## config.mk

```make
export PLATFORM = sky130hd
export DESIGN_NAME = ahfp_addsub_pipe
export DESIGN_NICKNAME = d
export VERILOG_FILES = /design/src/rtl/ahfp_pkg.sv /design/src/rtl/ahfp_lzc.sv /design/src/rtl/ahfp_addsub_pipe.sv
export SDC_FILE = /design/constraint.sdc
export NUM_CORES = 1
export LEC_CHECK = 0
export ABC_AREA = 1
export CAP_MARGIN = 20
export CORE_MARGIN = 8
export CORE_UTILIZATION = 47
export CTS_BUF_LIST = sky130_fd_sc_hd__clkbuf_2 sky130_fd_sc_hd__clkbuf_4 sky130_fd_sc_hd__clkbuf_8
export DETAILED_ROUTE_END_ITERATION = 16
export PLACE_DENSITY_LB_ADDON = 0.1
export SLEW_MARGIN = 20
export SYNTH_ARGS = -nofsm -noshare
export SYNTH_HDL_FRONTEND = slang
export SYNTH_SLANG_ARGS = --single-unit
```

## constraint.sdc

```tcl
create_clock -name clk -period 6 [get_ports clk]
set_input_delay 1.5 -clock clk [delete_from_list [all_inputs] [get_ports clk]]
set_output_delay 1.5 -clock clk [all_outputs]
set_load 0.05 [all_outputs]
```

## src/rtl/ahfp_pkg.sv

```systemverilog
// Shared floating-point helpers for the ahfp_* arithmetic blocks: operand
// classification plus format constants derived from the field widths.
package ahfp_pkg;

  typedef enum logic [1:0] {ZERO, NORM, INF, NAN} fp_class_t;

  function automatic int exp_max(input int ew);
    return (1 << ew) - 1;
  endfunction

  function automatic int bias(input int ew);
    return (1 << (ew - 1)) - 1;
  endfunction

  // Canonical quiet NaN, returned wide; callers slice to their own width.
  function automatic logic [127:0] qnan(input int ew, input int mw);
    logic [127:0] q;
    q = '0;
    for (int i = 0; i < ew; i++) q[mw + i] = 1'b1;
    q[mw - 1] = 1'b1;
    return q;
  endfunction

  // Bit positions of the fields in a {sign, exp, frac} word.
  function automatic int sign_pos(input int ew, input int mw);
    return ew + mw;
  endfunction

  function automatic int exp_lsb(input int mw);
    return mw;
  endfunction

  // Denormals are classed as ZERO: these blocks flush them on input.
  function automatic fp_class_t fp_classify(input logic exp_zero, input logic exp_ones,
                                            input logic frac_zero);
    if (exp_zero) return ZERO;
    if (exp_ones) return frac_zero ? INF : NAN;
    return NORM;
  endfunction

endpackage

```

## src/rtl/ahfp_lzc.sv

```systemverilog
// Priority leading-zero counter; an all-zero input reports WIDTH.
module ahfp_lzc #(
  parameter int WIDTH = 27
) (
  input  logic [WIDTH-1:0]               vec,
  output logic [$clog2(WIDTH+1)-1:0]     cnt
);
  localparam int CW = $clog2(WIDTH + 1);

  // Scan upward so the highest set bit is the one that sticks.
  always_comb begin
    cnt = CW'(WIDTH);
    for (int i = 0; i < WIDTH; i++)
      if (vec[i]) cnt = CW'(WIDTH - 1 - i);
  end

endmodule

```

## src/rtl/ahfp_addsub_pipe.sv

```systemverilog
// Four-stage floating-point add/subtract, round-to-nearest-even, flush-to-zero,
// with clock-enable stalls for use as a multi-cycle custom instruction.
module ahfp_addsub_pipe import ahfp_pkg::*; #(
  parameter int EXP_W   = 8,
  parameter int MAN_W   = 23,
  parameter int LATENCY = 4
) (
  input  logic                     clk,
  input  logic                     reset,
  input  logic                     clk_en,
  input  logic                     start,
  input  logic                     n,
  input  logic [EXP_W+MAN_W:0]     dataa,
  input  logic [EXP_W+MAN_W:0]     datab,
  output logic [EXP_W+MAN_W:0]     result,
  output logic                     done
);
  localparam int W   = 1 + EXP_W + MAN_W;
  localparam int SW  = MAN_W + 4;
  localparam int EW2 = EXP_W + 2;
  localparam int MW2 = MAN_W + 2;
  localparam int LZW = $clog2(SW + 1);

  localparam logic [127:0]            QNAN_WIDE = qnan(EXP_W, MAN_W);
  localparam logic [W-1:0]            QNAN      = QNAN_WIDE[W-1:0];
  localparam logic [W-1:0]            INF_MAG   = {1'b0, {EXP_W{1'b1}}, {MAN_W{1'b0}}};
  localparam logic [EXP_W-1:0]        SH_MAX    = EXP_W'(MAN_W + 3);
  localparam logic signed [EW2-1:0]   EXP_MAX_S = EW2'(exp_max(EXP_W));

  if (LATENCY != 4) begin : g_latency_check
    $error("ahfp_addsub_pipe: only LATENCY=4 is supported");
  end

  typedef struct packed {
    logic             spec;
    logic [W-1:0]     spec_val;
    logic             sign;
    logic             eff_sub;
    logic [EXP_W-1:0] exp_l;
    logic [EXP_W-1:0] exp_s;
    logic [MAN_W:0]   man_l;
    logic [MAN_W:0]   man_s;
  } s1_t;

  typedef struct packed {
    logic             spec;
    logic [W-1:0]     spec_val;
    logic             sign;
    logic             eff_sub;
    logic [EXP_W-1:0] exp_l;
    logic [SW-1:0]    sig_l;
    logic [SW-1:0]    sig_s;
  } s2_t;

  typedef struct packed {
    logic                  spec;
    logic [W-1:0]          spec_val;
    logic                  sign;
    logic                  zero;
    logic                  zero_sign;
    logic signed [EW2-1:0] exp;
    logic [SW-1:0]         norm;
  } s3_t;

  s1_t s1_d, s1_q;
  s2_t s2_d, s2_q;
  s3_t s3_d, s3_q;
  logic [W-1:0]         s4_d;
  logic [LATENCY-1:0]   vld_pipe;

  // S1: unpack, classify, apply the mode to B's sign, order by magnitude.
  logic                     sa, sb, a_big;
  logic [EXP_W-1:0]         ea, eb;
  logic [MAN_W-1:0]         fa, fb;
  logic [EXP_W+MAN_W-1:0]   ka, kb;
  logic [MAN_W:0]           ma, mb;
  fp_class_t                ca, cb;

  always_comb begin
    sa = dataa[W-1];
    ea = dataa[W-2:MAN_W];
    fa = dataa[MAN_W-1:0];
    sb = datab[W-1] ^ n;
    eb = datab[W-2:MAN_W];
    fb = datab[MAN_W-1:0];
    ca = fp_classify(ea == '0, &ea, fa == '0);
    cb = fp_classify(eb == '0, &eb, fb == '0);
    ka = (ca == ZERO) ? '0 : {ea, fa};
    kb = (cb == ZERO) ? '0 : {eb, fb};
    ma = (ca == ZERO) ? '0 : {1'b1, fa};
    mb = (cb == ZERO) ? '0 : {1'b1, fb};
    a_big = (ka >= kb);

    s1_d          = '0;
    s1_d.eff_sub  = sa ^ sb;
    s1_d.sign     = a_big ? sa : sb;
    s1_d.exp_l    = a_big ? ea : eb;
    s1_d.exp_s    = a_big ? eb : ea;
    s1_d.man_l    = a_big ? ma : mb;
    s1_d.man_s    = a_big ? mb : ma;

    if (ca == NAN || cb == NAN) begin
      s1_d.spec     = 1'b1;
      s1_d.spec_val = QNAN;
    end else if (ca == INF && cb == INF && sa != sb) begin
      s1_d.spec     = 1'b1;
      s1_d.spec_val = QNAN;
    end else if (ca == INF) begin
      s1_d.spec     = 1'b1;
      s1_d.spec_val = {sa, INF_MAG[W-2:0]};
    end else if (cb == INF) begin
      s1_d.spec     = 1'b1;
      s1_d.spec_val = {sb, INF_MAG[W-2:0]};
    end
  end

  // S2: align the smaller significand; everything past R folds into sticky.
  logic [EXP_W-1:0] d, sh;
  logic [2*SW-1:0]  wide;

  always_comb begin
    d    = s1_q.exp_l - s1_q.exp_s;
    sh   = (d > SH_MAX) ? SH_MAX : d;
    wide = {s1_q.man_s, 3'b000, {SW{1'b0}}} >> sh;

    s2_d          = '0;
    s2_d.spec     = s1_q.spec;
    s2_d.spec_val = s1_q.spec_val;
    s2_d.sign     = s1_q.sign;
    s2_d.eff_sub  = s1_q.eff_sub;
    s2_d.exp_l    = s1_q.exp_l;
    s2_d.sig_l    = {s1_q.man_l, 3'b000};
    s2_d.sig_s    = {wide[2*SW-1:SW+1], wide[SW] | (|wide[SW-1:0])};
  end

  // S3: add or subtract, then normalise (right by one on carry, else left by lzc).
  logic [SW:0]           sum;
  logic [LZW-1:0]        lz;
  logic signed [EW2-1:0] exp_w;

  ahfp_lzc #(.WIDTH(SW)) u_lzc (
    .vec (sum[SW-1:0]),
    .cnt (lz)
  );

  always_comb begin
    sum   = s2_q.eff_sub ? ({1'b0, s2_q.sig_l} - {1'b0, s2_q.sig_s})
                         : ({1'b0, s2_q.sig_l} + {1'b0, s2_q.sig_s});
    exp_w = {2'b00, s2_q.exp_l};

    s3_d           = '0;
    s3_d.spec      = s2_q.spec;
    s3_d.spec_val  = s2_q.spec_val;
    s3_d.sign      = s2_q.sign;
    s3_d.zero      = (sum == '0);
    // Only two zeros of the same sign can sum to zero without cancelling.
    s3_d.zero_sign = s2_q.eff_sub ? 1'b0 : s2_q.sign;
    if (sum[SW]) begin
      s3_d.norm = {sum[SW:2], sum[1] | sum[0]};
      s3_d.exp  = exp_w + EW2'(1);
    end else begin
      s3_d.norm = sum[SW-1:0] << lz;
      s3_d.exp  = exp_w - EW2'(lz);
    end
  end

  // S4: round to nearest even, then resolve overflow/underflow and specials.
  logic                  round_up;
  logic [MW2-1:0]        mant;
  logic signed [EW2-1:0] exp_r;
  logic [MAN_W-1:0]      frac;

  always_comb begin
    round_up = s3_q.norm[2] & (s3_q.norm[1] | s3_q.norm[0] | s3_q.norm[3]);
    mant     = {1'b0, s3_q.norm[SW-1:3]} + MW2'(round_up);
    exp_r    = s3_q.exp + EW2'(mant[MAN_W+1]);
    frac     = mant[MAN_W+1] ? mant[MAN_W:1] : mant[MAN_W-1:0];

    if (s3_q.spec)
      s4_d = s3_q.spec_val;
    else if (s3_q.zero)
      s4_d = {s3_q.zero_sign, {(W-1){1'b0}}};
    else if (exp_r[EW2-1] || exp_r == '0)
      s4_d = {s3_q.sign, {(W-1){1'b0}}};
    else if (exp_r >= EXP_MAX_S)
      s4_d = {s3_q.sign, INF_MAG[W-2:0]};
    else
      s4_d = {s3_q.sign, exp_r[EXP_W-1:0], frac};
  end

  always_ff @(posedge clk) begin
    if (reset) begin
      vld_pipe <= '0;
      result   <= '0;
    end else if (clk_en) begin
      vld_pipe <= {vld_pipe[LATENCY-2:0], start};
      if (vld_pipe[LATENCY-2]) result <= s4_d;
    end
  end

  always_ff @(posedge clk) begin
    if (clk_en) begin
      if (start)       s1_q <= s1_d;
      if (vld_pipe[0]) s2_q <= s2_d;
      if (vld_pipe[1]) s3_q <= s3_d;
    end
  end

  assign done = vld_pipe[LATENCY-1];

endmodule

```

After elaboration in Yosys (flattened, before gate mapping):

Cells that the tools add are included.

* bits in registers: 302
* input port bits: 69
* output and inout port bits: 33
* logic and storage cells: 133

* add/subtract/negate cells: 7
* magnitude comparators: 3
* equality and inequality tests: 5
* shift-type cells: 2
* multiplexer cells: 62
* bitwise gates (word level): 7
* reduce and logical (&&, ||, !) cells: 21

Operators by type and width (number)
* 31-bit 2-to-1 mux: 4
* 24-bit 2-to-1 mux: 4
* 32-bit 2-to-1 mux: 3
* 5-bit 2-to-1 mux: 16
* 54-bit by 8-bit >> shifter with 54-bit output: 1
* 23-bit logical NOT: 2
* 37-bit 2-to-1 mux: 1
* 33-bit 2-to-1 mux: 1
* 4-bit 2-to-1 mux: 8
* 31-bit greater-or-equal comparator: 1
* 27-bit by 27-bit adder with 28-bit output: 1
* 28-bit logical NOT: 1
* 28-bit 2-to-1 mux: 1
* 27-bit by 27-bit subtractor with 28-bit output: 1
* 27-bit OR reduction: 1
* 27-bit by 5-bit << shifter with 27-bit output: 1
* 24-bit by 1-bit adder with 25-bit output: 1
* 8-bit 2-to-1 mux: 3
* 23-bit 2-to-1 mux: 1
* 2-bit 2-to-1 mux: 10
* 8-bit logical NOT: 2
* 8-bit AND reduction: 2
* 10-bit by 1-bit adder with 10-bit output: 1
* 10-bit by 9-bit greater-or-equal comparator with 1-bit output, second input constant: 1
* 17 further kinds: 39

Longest topological paths before layout:

Gate-level depths: netlist of the first run.

* word-level depth: 31
* depth in mapped cells: 41
* mapped depth without buffers: 41

By module:

A second synthesis of the first run with hierarchy kept.

* cell total of the unflattened synthesis: 2421
* area total of the unflattened synthesis: 17011.3 µm²

By module, submodules not included
* ahfp_addsub_pipe: instances 1, cells an instance 2341, area an instance 16658.5 µm², seq. area each 6005.8 µm²
* ahfp_lzc: instances 1, cells an instance 80, area an instance 352.8 µm², seq. area each 0.0 µm²

Worst setup path before layout of the first run:

No wires, ideal clock.

* kind: input port to flip-flop
* from: in dataa[23]
* to: reg s1_q[50] (netlist bit), data pin
* setup time: 265 ps
* arrival time: 4137 ps
* data required time: 5735 ps
* slack: 1598 ps
* stages on the path: 18
* buffers on the path: 3
* cells stage by stage: nor4_1 > nand2_1 > inv_1 > buf_1 > nor2_1 > ha_1 > a21oi_1 > o21ai_0 > a21oi_1 > o21ai_0 > a21oi_1 > nor3_1 > o311ai_0 > nand2_1 > clkbuf_1 > clkbuf_1 > nand2_1 > o21ai_0

RTL lines
* from (decl): line ahfp_addsub_pipe.sv:13 `input logic [EXP_W+MAN_W:0] dataa,`
* to (signal assigned): line ahfp_addsub_pipe.sv:203 `if (start) s1_q <= s1_d;`
* to (decl): line ahfp_addsub_pipe.sv:65 `s1_t s1_d, s1_q;`

==> flow_summary.json, run 1 <==
{
  "status": "finished, final reports clean",
  "first_iter_violations": 1073,
  "antenna_found_initial": 0,
  "wl_per_cell_um": 16.80,
  "nets": 2427,
  "grt_pass1_vias": 14373,
  "core_mm2": 0.03362,
  "ys_ff_latch": 212,
  "synth-seq-area-share_pct": 37.41,
  "io_pins": 102,
  "clock.fmax_mhz": 188.6,
  "fin_util_pct": 53.96,
  "die_h_um": 200.8,
  "worstPathMaxFanout": 14,
  "min_from": "s1_q[44]",
  "cp-startpoint": "s2_q[39]",
  "place_congestion": 0.9391,
  "cts.clk_slew.worst_paths_ns": 0.06,
  "synth-main-ff-cell": "edfxtp_1",
  "mostFrequentLayoutCells": "615 x nand2_1, 238 x inv_1, 177 x nand3_1",
  "finalSetupViolCount": 0,
  "grt_pass1_wl_um": 74780,
  "area_delta_synth_final_pct": 12.99,
  "synth_top_family_by_area": "simple AND/OR/NAND/NOR gates",
  "clock_latency_ns": 0.55,
  "vias_per_cell": 5.466,
  "diodes": 0,
  "drive_above_1_share_pct": 6.349,
  "cts-root-buf": "clkbuf_8",
  "cts.path.max_buffers": 3,
  "total_leakage_power_nw": 7.987,
  "grtUsageTotal_pct": 22.42,
  "num_vias": 14933,
  "dr.pass1.iters": 5,
  "die_w_um": 200.8,
  "synth_edf_count": 176,
  "ir_worst_vdd_mv": 0.1317,
  "synth_nets": 2350,
  "required_ns": 6.41,
  "finalNonFillerCells": 2732,
  "yosys.area_share.simple_pct": 28.75,
  "whs_ns": 0.4167,
  "cts_tree": "done",
  "synth.distinct_cells": 66,
  "final_common_cell": "nand2_1",
  "dieArea_mm2": 0.04032,
  "power.density_mw_per_mm2": 230.9,
  "overflow": 0,
  "cts.sinks": 212,
  "period_needed_ns": 5.302,
  "finalCritPeriodShare_pct": 88.37,
  "dp.cells": 2668,
  "slew_headroom_pct": 33.78,
  "synth_cells": 2182,
  "start_util_pct": 47.75,
  "synth_compound_area_share_pct": 13.79,
  "syn_area_mm2": 0.01605,
  "syn_area_per_cell_um2": 7.357,
  "rsz0062_at_grt": "no",
  "synth.mux.area_fraction_pct": 0.7482,
  "grt_max_degree": 51,
  "critPathLaunchType": "flop",
  "synth-xor-area-share_pct": 2.993,
  "drc": 0,
  "skew_ns": 0.02077,
  "cts_setup_buffers": 0,
  "async_flop_share_pct": 0,
  "tightest_slew_ns": 0.9808,
  "setup_tns_ns": 0,
  "drtAntennaViolNets": 0,
  "wirelength_um": 45890,
  "arrival_ns": 5.71,
  "hold_class": "reg -> reg",
  "cap_viol_max_count": 0,
  "h-tree-depth": 2,
  "nFillCells": 3284,
  "ys.warnings.count": 0,
  "rows": 67,
  "port_buffers": 101,
  "cts_made_buffers": 37,
  "r2r-start": "s2_q[39]",
  "hold_viol": 0,
  "slew_violations": 0,
  "hpwl_um": 36890,
  "critPathKind": "reg -> reg",
  "synthAdderAreaFrac_pct": 7.857,
  "crit_path_end_kind": "flop"
}
==> cell usage after synthesis, drive strengths merged, types with 33 or more instances <==
library cell,instances,area (um2)
ha,96,1201
nand3,180,915.9
inv,252,945.9
a21oi,117,611.8
o21ai,199,1007
dfxtp,36,720.7
edfxtp,176,5285
nand2,636,2482
buf,33,193.9
nor2,150,593.1
clkbuf,56,210.2
xor2,41,392.9
==> worst max-delay path: stages (launching register included) <==
cell and delay, ns:
edfxtp_1 0.46, ha_1 0.50, inv_2 0.08, a21oi_1 0.20
inv_1 0.07, a21oi_1 0.16, o221ai_1 0.18, a21oi_1 0.33
nand2_1 0.08, nand2_1 0.12, xor2_2 0.35, nand2_1 0.16
o21ai_0 0.21, nand3_1 0.10, nand2_1 0.07, nand2_1 0.40
fa_1 0.60, nand2_1 0.09, inv_1 0.05, o21ai_0 0.14
nand2_1 0.11, a21o_1 0.19, nor4_1 0.37, a41o_1 0.15
==> worst paths after layout <==
path,endpoint,slack [ns],depth (start not counted)
worst min-delay path,s2_q[50],0.42,0
worst max-delay path,s3_q[35],0.70,23
worst max register to register,s3_q[35],0.70,23
worst min register to register,s2_q[50],0.42,0
==> state kept, by name, summed over array words and instances (netlist names) <==
name	count
s1_q	69
s2_q	56
s3_q	43
result	32
exp_w	8
vld_pipe	4
==> through the flow <==
| stage | setup slack [ns] | total power, mW | instance area [um2] |
|---|---|---|---|
| floorplan | 1.598 | 2.562 | 16050 |
| CTS | 0.4932 | 4.221 | 18130 |
| global route | 0.07232 | 4.445 | 18140 |
| detailed placement | 0.4698 | 2.900 | 17420 |
| finish | 0.6979 | 4.188 | 18140 |
| global placement | 0.4819 | 2.896 | 17420 |
==> cell type report <==
| class | instances | area [um2] | share of cell area [%] |
|---|---|---|---|
| repair buffers | 127 | 1206 | 6.650 |
| inverters | 254 | 953.4 | 5.256 |
| clock buffers | 45 | 569.3 | 3.139 |
| multi-input cells | 1627 | 8695 | 47.93 |
| flip-flops and latches | 212 | 6006 | 33.11 |
| clock inverters | 19 | 148.9 | 0.8209 |
| well taps | 448 | 560.5 | 3.090 |
==> per-layer routing <==
metal	share of wire (%)	up-vias	global-route usage (%)
li1	-	7518	-
met1	47	6885	30.55
met2	45	446	36.50
met3	5.4	84	3.034
met4	2.7	0	6.991
met5	0	-	0
==> logic make-up after synthesis <==
logic type               Yosys count
buffers and inverters            343
adder cells (fa/ha/maj)           99
XOR/XNOR                          51
AND/OR/NAND/NOR                 1067
AO/OA/AOI/OAI                    398
multiplexers                      12
flip-flops                       212
==> power breakdown <==
part | total [mW] | switching, mW | internal [mW] | leakage, nW
combinational | 1.16 | 0.786 | 0.374 | 5.76
sequential | 1.72 | 0.0358 | 1.69 | 1.86
clock | 1.31 | 0.590 | 0.716 | 0.370
total | 4.19 | 1.41 | 2.78 | 7.99
==> timing repair <==
item                       in CTS  in global routing
resized for setup               0                  1
setup endpoints to repair       0                  7
hold buffers                    0                  0
Power figures use the tool's default switching activity.
==> run 2, diff against run 1 <==
--- a/config.mk
+++ b/config.mk
@@ -15,4 +15,5 @@
 export SLEW_MARGIN = 20
 export SYNTH_ARGS = -nofsm -noshare
 export SYNTH_HDL_FRONTEND = slang
+export SYNTH_HIERARCHICAL = 1
 export SYNTH_SLANG_ARGS = --single-unit
==> run 2 against run 1 <==
Fmax grew 1.8%. Sequential cell count stayed put. Global-route usage rose by 2.5 points. Clock skew is 0.0074 ns higher. Die area grew 5.5%. Area after synthesis up 6.0%. Wire length rose by 16%. Critical path depth grew 13. Via count up 12%. Hold slack got worse by 0.0050 ns. Sequential power is essentially flat.
==> flow_summary.json, run 2 <==
{
  "yosysMostFrequentCell": "nand2_1",
  "grt.met2_usage_pct": 39.06,
  "cts-root-buf": "clkbuf_8",
  "finalCritPeriodShare_pct": 86.79,
  "netlist.area_leader.share_pct": 31.07,
  "grt_util_met3_pct": 3.777,
  "post-route-worst-setup-slack_ns": 0.7928,
  "status": "finished, final reports clean",
  "clock.fmax_mhz": 192.0,
  "dr.pass1.iters": 5,
  "largest_reg_flops": 69,
  "cts_made_buffers": 39,
  "mostFrequentLayoutCells": "689 x nand2_1, 281 x inv_1, 281 x nand3_1",
  "rows": 69,
  "wl_per_cell_um": 17.86,
  "dp.cells": 2917,
  "worstPathMaxFanout": 12,
  "start_util_pct": 47.83,
  "place_congestion": 0.9804,
  "cts.sinks": 212,
  "synth_cells": 2421,
  "drtAntennaViolNets": 0,
  "port_buffers": 101,
  "h-tree-depth": 2,
  "ys_ff_latch": 212,
  "synth_nets": 2589,
  "syn_area_per_cell_um2": 7.027,
  "grt_busiest_layer": "met2",
  "total_leakage_power_nw": 8.650,
  "use_met1_pct": 33.68,
  "grt_pass1_wl_um": 84520,
  "syn_area_mm2": 0.01701,
  "reg_top3": "s1_q: 69 flops, s2_q: 56 flops, s3_q: 43 flops",
  "overflow": 0,
  "critPathLaunchType": "flop",
  "core_mm2": 0.03557,
  "synth_top_area_cell": "edfxtp_1",
  "nets": 2665,
  "num_vias": 16689,
  "synthTopCellsByArea": "edfxtp_1 31%, nand2_1 15%, nand3_1 8.3%",
  "power.density_mw_per_mm2": 226.0,
  "arrival_ns": 5.63,
  "clkPwrFrac_pct": 33.0,
  "tightest_slew_ns": 0.9694,
  "pre_cts_ws_ns": 0.3628,
  "final-seq-area_mm2": 0.006006,
  "first_iter_violations": 1392,
  "synth_edf_count": 176,
  "nFillCells": 3591,
  "synth_commonest_cells": "689 x nand2_1, 283 x inv_1, 281 x nand3_1",
  "multiInputGateArea_mm2": 0.009439,
  "die_w_um": 206.2,
  "hold_class": "reg -> reg",
  "period_needed_ns": 5.207,
  "synth.distinct_cells": 63,
  "async_flop_share_pct": 0,
  "hold_viol": 0,
  "cap_viol_max_count": 0,
  "diodes": 0,
  "vias_per_cell": 5.587,
  "grt_max_degree": 51,
  "pwr-share-comb_pct": 27.2,
  "intPower_mw": 2.883,
  "finalSetupViolCount": 0,
  "dieArea_mm2": 0.04254,
  "rsz0062_at_grt": "no",
  "ctsHoldBuffers": 0,
  "synth-main-ff-cell": "edfxtp_1",
  "path_common_cell": "nand2_1",
  "wirelength_um": 53360,
  "grtUsageTotal_pct": 24.89,
  "cts.clk_slew.worst_paths_ns": 0.06,
  "hold_depth": 0,
  "cts.repair.resized": 0,
  "slew_violations": 0,
  "hpwl_um": 43210,
  "top_register": "s1_q",
  "area_delta_synth_final_pct": 12.84,
  "fin_util_pct": 53.97,
  "p_sw_mw": 1.456,
  "drc": 0,
  "switching_share_pct": 33.55,
  "cts.path.max_buffers": 3,
  "required_ns": 6.42,
  "antenna_found_initial": 4,
  "clock_latency_ns": 0.56,
  "skew_ns": 0.02814,
  "drive_above_1_share_pct": 6.453,
  "cts_setup_buffers": 0,
  "ir_worst_vdd_mv": 0.2123,
  "critPathKind": "reg -> reg",
  "crit_slowest_cell": "edfxtp_1",
  "finalNonFillerCells": 2987,
  "synth-seq-area-share_pct": 35.30,
  "final_common_cell": "nand2_1",
  "cts_tree": "done",
  "slew_headroom_pct": 35.17,
  "ys.warnings.count": 6,
  "rr_worst_depth": 36,
  "whs_ns": 0.4117,
  "setup_tns_ns": 0,
  "seqPwrFrac_pct": 39.7,
  "critical_path.max_stage_delay_ns": 0.48,
  "crit_path_end_kind": "flop",
  "die_h_um": 206.2,
  "grt_pass1_vias": 16001,
  "io_pins": 102
}
## run 2: logic make-up (layout without fill, tap and decap cells)
| kind of cell | count (synthesis) | after routing | share of synthesized area, % |
|---|---|---|---|
| simple gates | 1281 | 1281 | 32.95 |
| xor+xnor | 34 | 34 | 1.751 |
| compound gates | 397 | 397 | 13.14 |
| mux | 3 | 3 | 0.1765 |
| fa+ha+maj | 99 | 99 | 7.414 |
| flops | 212 | 212 | 35.30 |
| buf+inv | 395 | 500 | 9.267 |
## run 2: worst max-delay path: cells and delay by family (launching register included)
family	cells	cell delay, ns
fa+ha+maj	2	0.72
flops	1	0.48
compound gates	7	1.65
simple gates	23	1.75
buf+inv	4	0.45
## run 2: through the flow
| step | power, mW | area, um2 |
|---|---|---|
| 6_report | 4.339 | 19200 |
| 5_1_grt | 4.586 | 19200 |
| 4_1_cts | 4.357 | 19200 |
| 3_5_place_dp | 2.914 | 18380 |
| 3_3_place_gp | 2.911 | 18380 |
| 2_1_floorplan | 2.570 | 17010 |
## run 2: worst paths after layout
check             end  slack, ns     start
max          s3_q[26]       0.79   s2_q[3]
min          s2_q[49]       0.41  s1_q[43]
max reg2reg  s3_q[26]       0.79   s2_q[3]
min reg2reg  s2_q[49]       0.41  s1_q[43]
## run 2: layout make-up
| type | instances | share of cell area [%] |
|---|---|---|
| Multi-Input combinational cell | 1814 | 49.17 |
| Timing Repair Buffer | 127 | 6.283 |
| Clock inverter | 15 | 0.7300 |
| Inverter | 303 | 6.003 |
| Sequential cell | 212 | 31.29 |
| Clock buffer | 55 | 3.520 |
| Tap cell | 461 | 3.005 |
## run 2: power groups by stage
stage	sequential, mW	clock [mW]	combinational [mW]
floorplan	1.73	0	0.839
global placement	1.75	0	1.16
detailed placement	1.75	0	1.16
CTS	1.72	1.47	1.17
global route	1.73	1.53	1.33
finish	1.72	1.43	1.18
## run 2: per-layer routing
metal  part of all wire (%)  vias to the layer above
met5                      0                        -
met4                    4.2                        0
met3                    6.6                      120
met2                     44                      611
met1                     45                     7631
li1                       -                     8327
==> run 3, diff against run 2 <==
--- a/config.mk
+++ b/config.mk
@@ -5,12 +5,14 @@
 export SDC_FILE = /design/constraint.sdc
 export NUM_CORES = 1
 export LEC_CHECK = 0
-export ABC_AREA = 1
+export ABC_AREA = 0
 export CAP_MARGIN = 20
 export CORE_MARGIN = 8
 export CORE_UTILIZATION = 47
 export CTS_BUF_LIST = sky130_fd_sc_hd__clkbuf_2 sky130_fd_sc_hd__clkbuf_4 sky130_fd_sc_hd__clkbuf_8
+export CTS_CLUSTER_DIAMETER = 80
 export DETAILED_ROUTE_END_ITERATION = 16
+export GPL_TIMING_DRIVEN = 0
 export PLACE_DENSITY_LB_ADDON = 0.1
 export SLEW_MARGIN = 20
 export SYNTH_ARGS = -nofsm -noshare
==> run 3 against run 2 <==
Die area rose by 0.56%. Critical path type unchanged. Clock skew down 0.0071 ns. Synthesized cell count decreased by 19%. Sequential share of layout area shrank 1.4 points. Largest power group unchanged. Hold slack better by 0.0018 ns. Fmax shrank 12%. Via count is 1.3% lower. Clock power barely moved. Final area rose by 4.6%. Wire length rose by 14%. Register-to-register slack got worse by 0.68 ns.
==> flow_summary.json, run 3 <==
{
  "period_needed_ns": 5.884,
  "h-tree-depth": 2,
  "vias_per_cell": 6.304,
  "grtUsageTotal_pct": 27.91,
  "num_vias": 16479,
  "area_delta_synth_final_pct": 17.33,
  "skew_ns": 0.02102,
  "final_common_cell": "nand2_1",
  "cts_made_buffers": 39,
  "finalCritPeriodShare_pct": 98.07,
  "cts-root-buf": "clkbuf_8",
  "port_buffers": 100,
  "cts.path.max_buffers": 3,
  "worstPathMaxFanout": 10,
  "cts.clk_slew.worst_paths_ns": 0.07,
  "grt_max_degree": 60,
  "start_util_pct": 47.20,
  "slew_headroom_pct": 20.49,
  "total_leakage_power_nw": 7.930,
  "core_mm2": 0.03626,
  "dp.cells": 2528,
  "nets": 2282,
  "synthTopCellsByArea": "edfxtp_1 31%, ha_1 7.0%, mux2i_1 4.9%",
  "cts_tree": "done",
  "drc": 0,
  "place_congestion": 1.017,
  "ctsHoldBuffers": 0,
  "syn_area_per_cell_um2": 8.745,
  "setup_tns_ns": 0,
  "cts.sinks": 212,
  "largest_reg_flops": 69,
  "crit_path_end_kind": "flop",
  "netlist.area_leader.share_pct": 30.88,
  "drtAntennaViolNets": 0,
  "grt_pass1_vias": 15965,
  "synth_nets": 2125,
  "dr.pass1.iters": 9,
  "first_iter_violations": 1587,
  "die_h_um": 206.8,
  "ys.warnings.count": 6,
  "hpwl_um": 47510,
  "io_pins": 102,
  "synth-main-ff-cell": "edfxtp_1",
  "status": "finished, final reports clean",
  "slew_violations": 0,
  "critPathKind": "reg -> reg",
  "cap_viol_max_count": 0,
  "critPathLaunchType": "flop",
  "synth_edf_count": 176,
  "finalNonFillerCells": 2614,
  "synth_cells": 1957,
  "required_ns": 6.36,
  "ir_worst_vdd_mv": 0.1876,
  "die_w_um": 206.8,
  "finalSetupViolCount": 0,
  "hold_class": "reg -> reg",
  "arrival_ns": 6.25,
  "synth-seq-area-share_pct": 35.09,
  "mostFrequentLayoutCells": "184 x nand2_1, 176 x edfxtp_1, 173 x nor2_1",
  "antenna_found_initial": 0,
  "clock_latency_ns": 0.60,
  "power.density_mw_per_mm2": 243.0,
  "tightest_slew_ns": 1.184,
  "synth.distinct_cells": 99,
  "yosysMostFrequentCell": "nand2_1",
  "overflow": 0,
  "synth_commonest_cells": "184 x nand2_1, 176 x edfxtp_1, 174 x nor2_1",
  "clock.fmax_mhz": 169.9,
  "rsz0062_at_grt": "yes",
  "grt_pass1_wl_um": 92200,
  "rows": 70,
  "wirelength_um": 60590,
  "top_register": "s1_q",
  "nFillCells": 3394,
  "syn_area_mm2": 0.01711,
  "ys_ff_latch": 212,
  "wl_per_cell_um": 23.18,
  "reg_top3": "s1_q: 69 flops, s2_q: 56 flops, s3_q: 43 flops",
  "drive_above_1_share_pct": 11.93,
  "dieArea_mm2": 0.04277,
  "hold_viol": 0,
  "async_flop_share_pct": 0,
  "synth_top_area_cell": "edfxtp_1"
}
[run 3: path summary, 6_finish.rpt]
check / slack [ns] / start / to / cells past startpoint
min reg2reg: 0.41 / s1_q[46] / s2_q[52] / 0
max reg2reg: 0.12 / s2_q[30] / s3_q[24] / 19
max: 0.12 / s2_q[30] / s3_q[24] / 19
min: 0.41 / s1_q[46] / s2_q[52] / 0
[run 3: power by group]
part / leakage, nW / internal (mW) / switching, mW
combinational: 5.63 / 0.593 / 1.11
sequential: 1.87 / 1.68 / 0.0558
clock: 0.426 / 0.792 / 0.651
[run 3: stage by stage]
step           instance area [um2]  hold slack (ns)  power, mW  setup WS, ns  util [%]
3_3_place_gp                 18700           0.4029      3.344       -0.9608     51.57
2_1_floorplan                17110           0.4003      2.797        0.7788         -
5_1_grt                      20080           0.4209      5.085      -0.09703     55.37
4_1_cts                      19730           0.4184      4.827      0.009552     54.42
6_report                     20080           0.4134      4.878        0.1156     55.38
3_5_place_dp                 18800           0.4045      3.339        -1.099     51.84
[run 3: timing repair]
| item | CTS | global route |
|---|---|---|
| endpoints found under the setup margin | 53 | 73 |
| pin swaps | 1 | 10 |
| resized for setup | 29 | 69 |
| buffers inserted | 2 | 15 |
[run 3: critical path, cell delays in order (launching register included)]
cell,delay [ns]
edfxtp_1,0.42
ha_1,0.26
fa_1,0.46
nand2b_4,0.12
a2111oi_4,0.09
o311a_1,0.40
o21a_1,0.22
or3_1,0.34
mux2_4,0.31
xor2_4,0.26
inv_2,0.11
nor4_2,0.37
nand3_1,0.17
nor2_2,0.29
clkbuf_1,0.48
clkbuf_1,0.52
nand2_1,0.14
o2111ai_1,0.18
o21ai_0,0.15
a211oi_1,0.33
[run 3: cell type report]
cell class                      count  area, um2  area share [%]
Sequential cell                   212       6006           29.91
Tap cell                          468      585.6           2.916
Antenna cell                        1      2.502         0.01246
Clock inverter                     21      175.2          0.8724
Timing Repair Buffer              120       1211           6.032
Multi-Input combinational cell   1496      10460           52.11
Buffer                            115      514.2           2.561
Clock buffer                       51      633.1           3.153
Inverter                          130      488.0           2.430
[run 3: logic make-up after synthesis]
logic type,after synthesis,share of synthesized area (%)
AND/OR/NAND/NOR,664,18.64
AO/OA/AOI/OAI,550,22.06
buffers and inverters,249,5.695
flip-flops,212,35.09
multiplexers,120,7.830
adder cells (fa/ha/maj),99,7.370
XOR/XNOR,63,3.312
[run 3: layer usage]
layer	share of wire (%)	GRT usage (%)	vias up
met5	0	0	-
li1	-	-	7618
met3	8.0	4.728	153
met1	43	37.14	7910
met2	45	44.08	798
met4	4.1	12.78	0
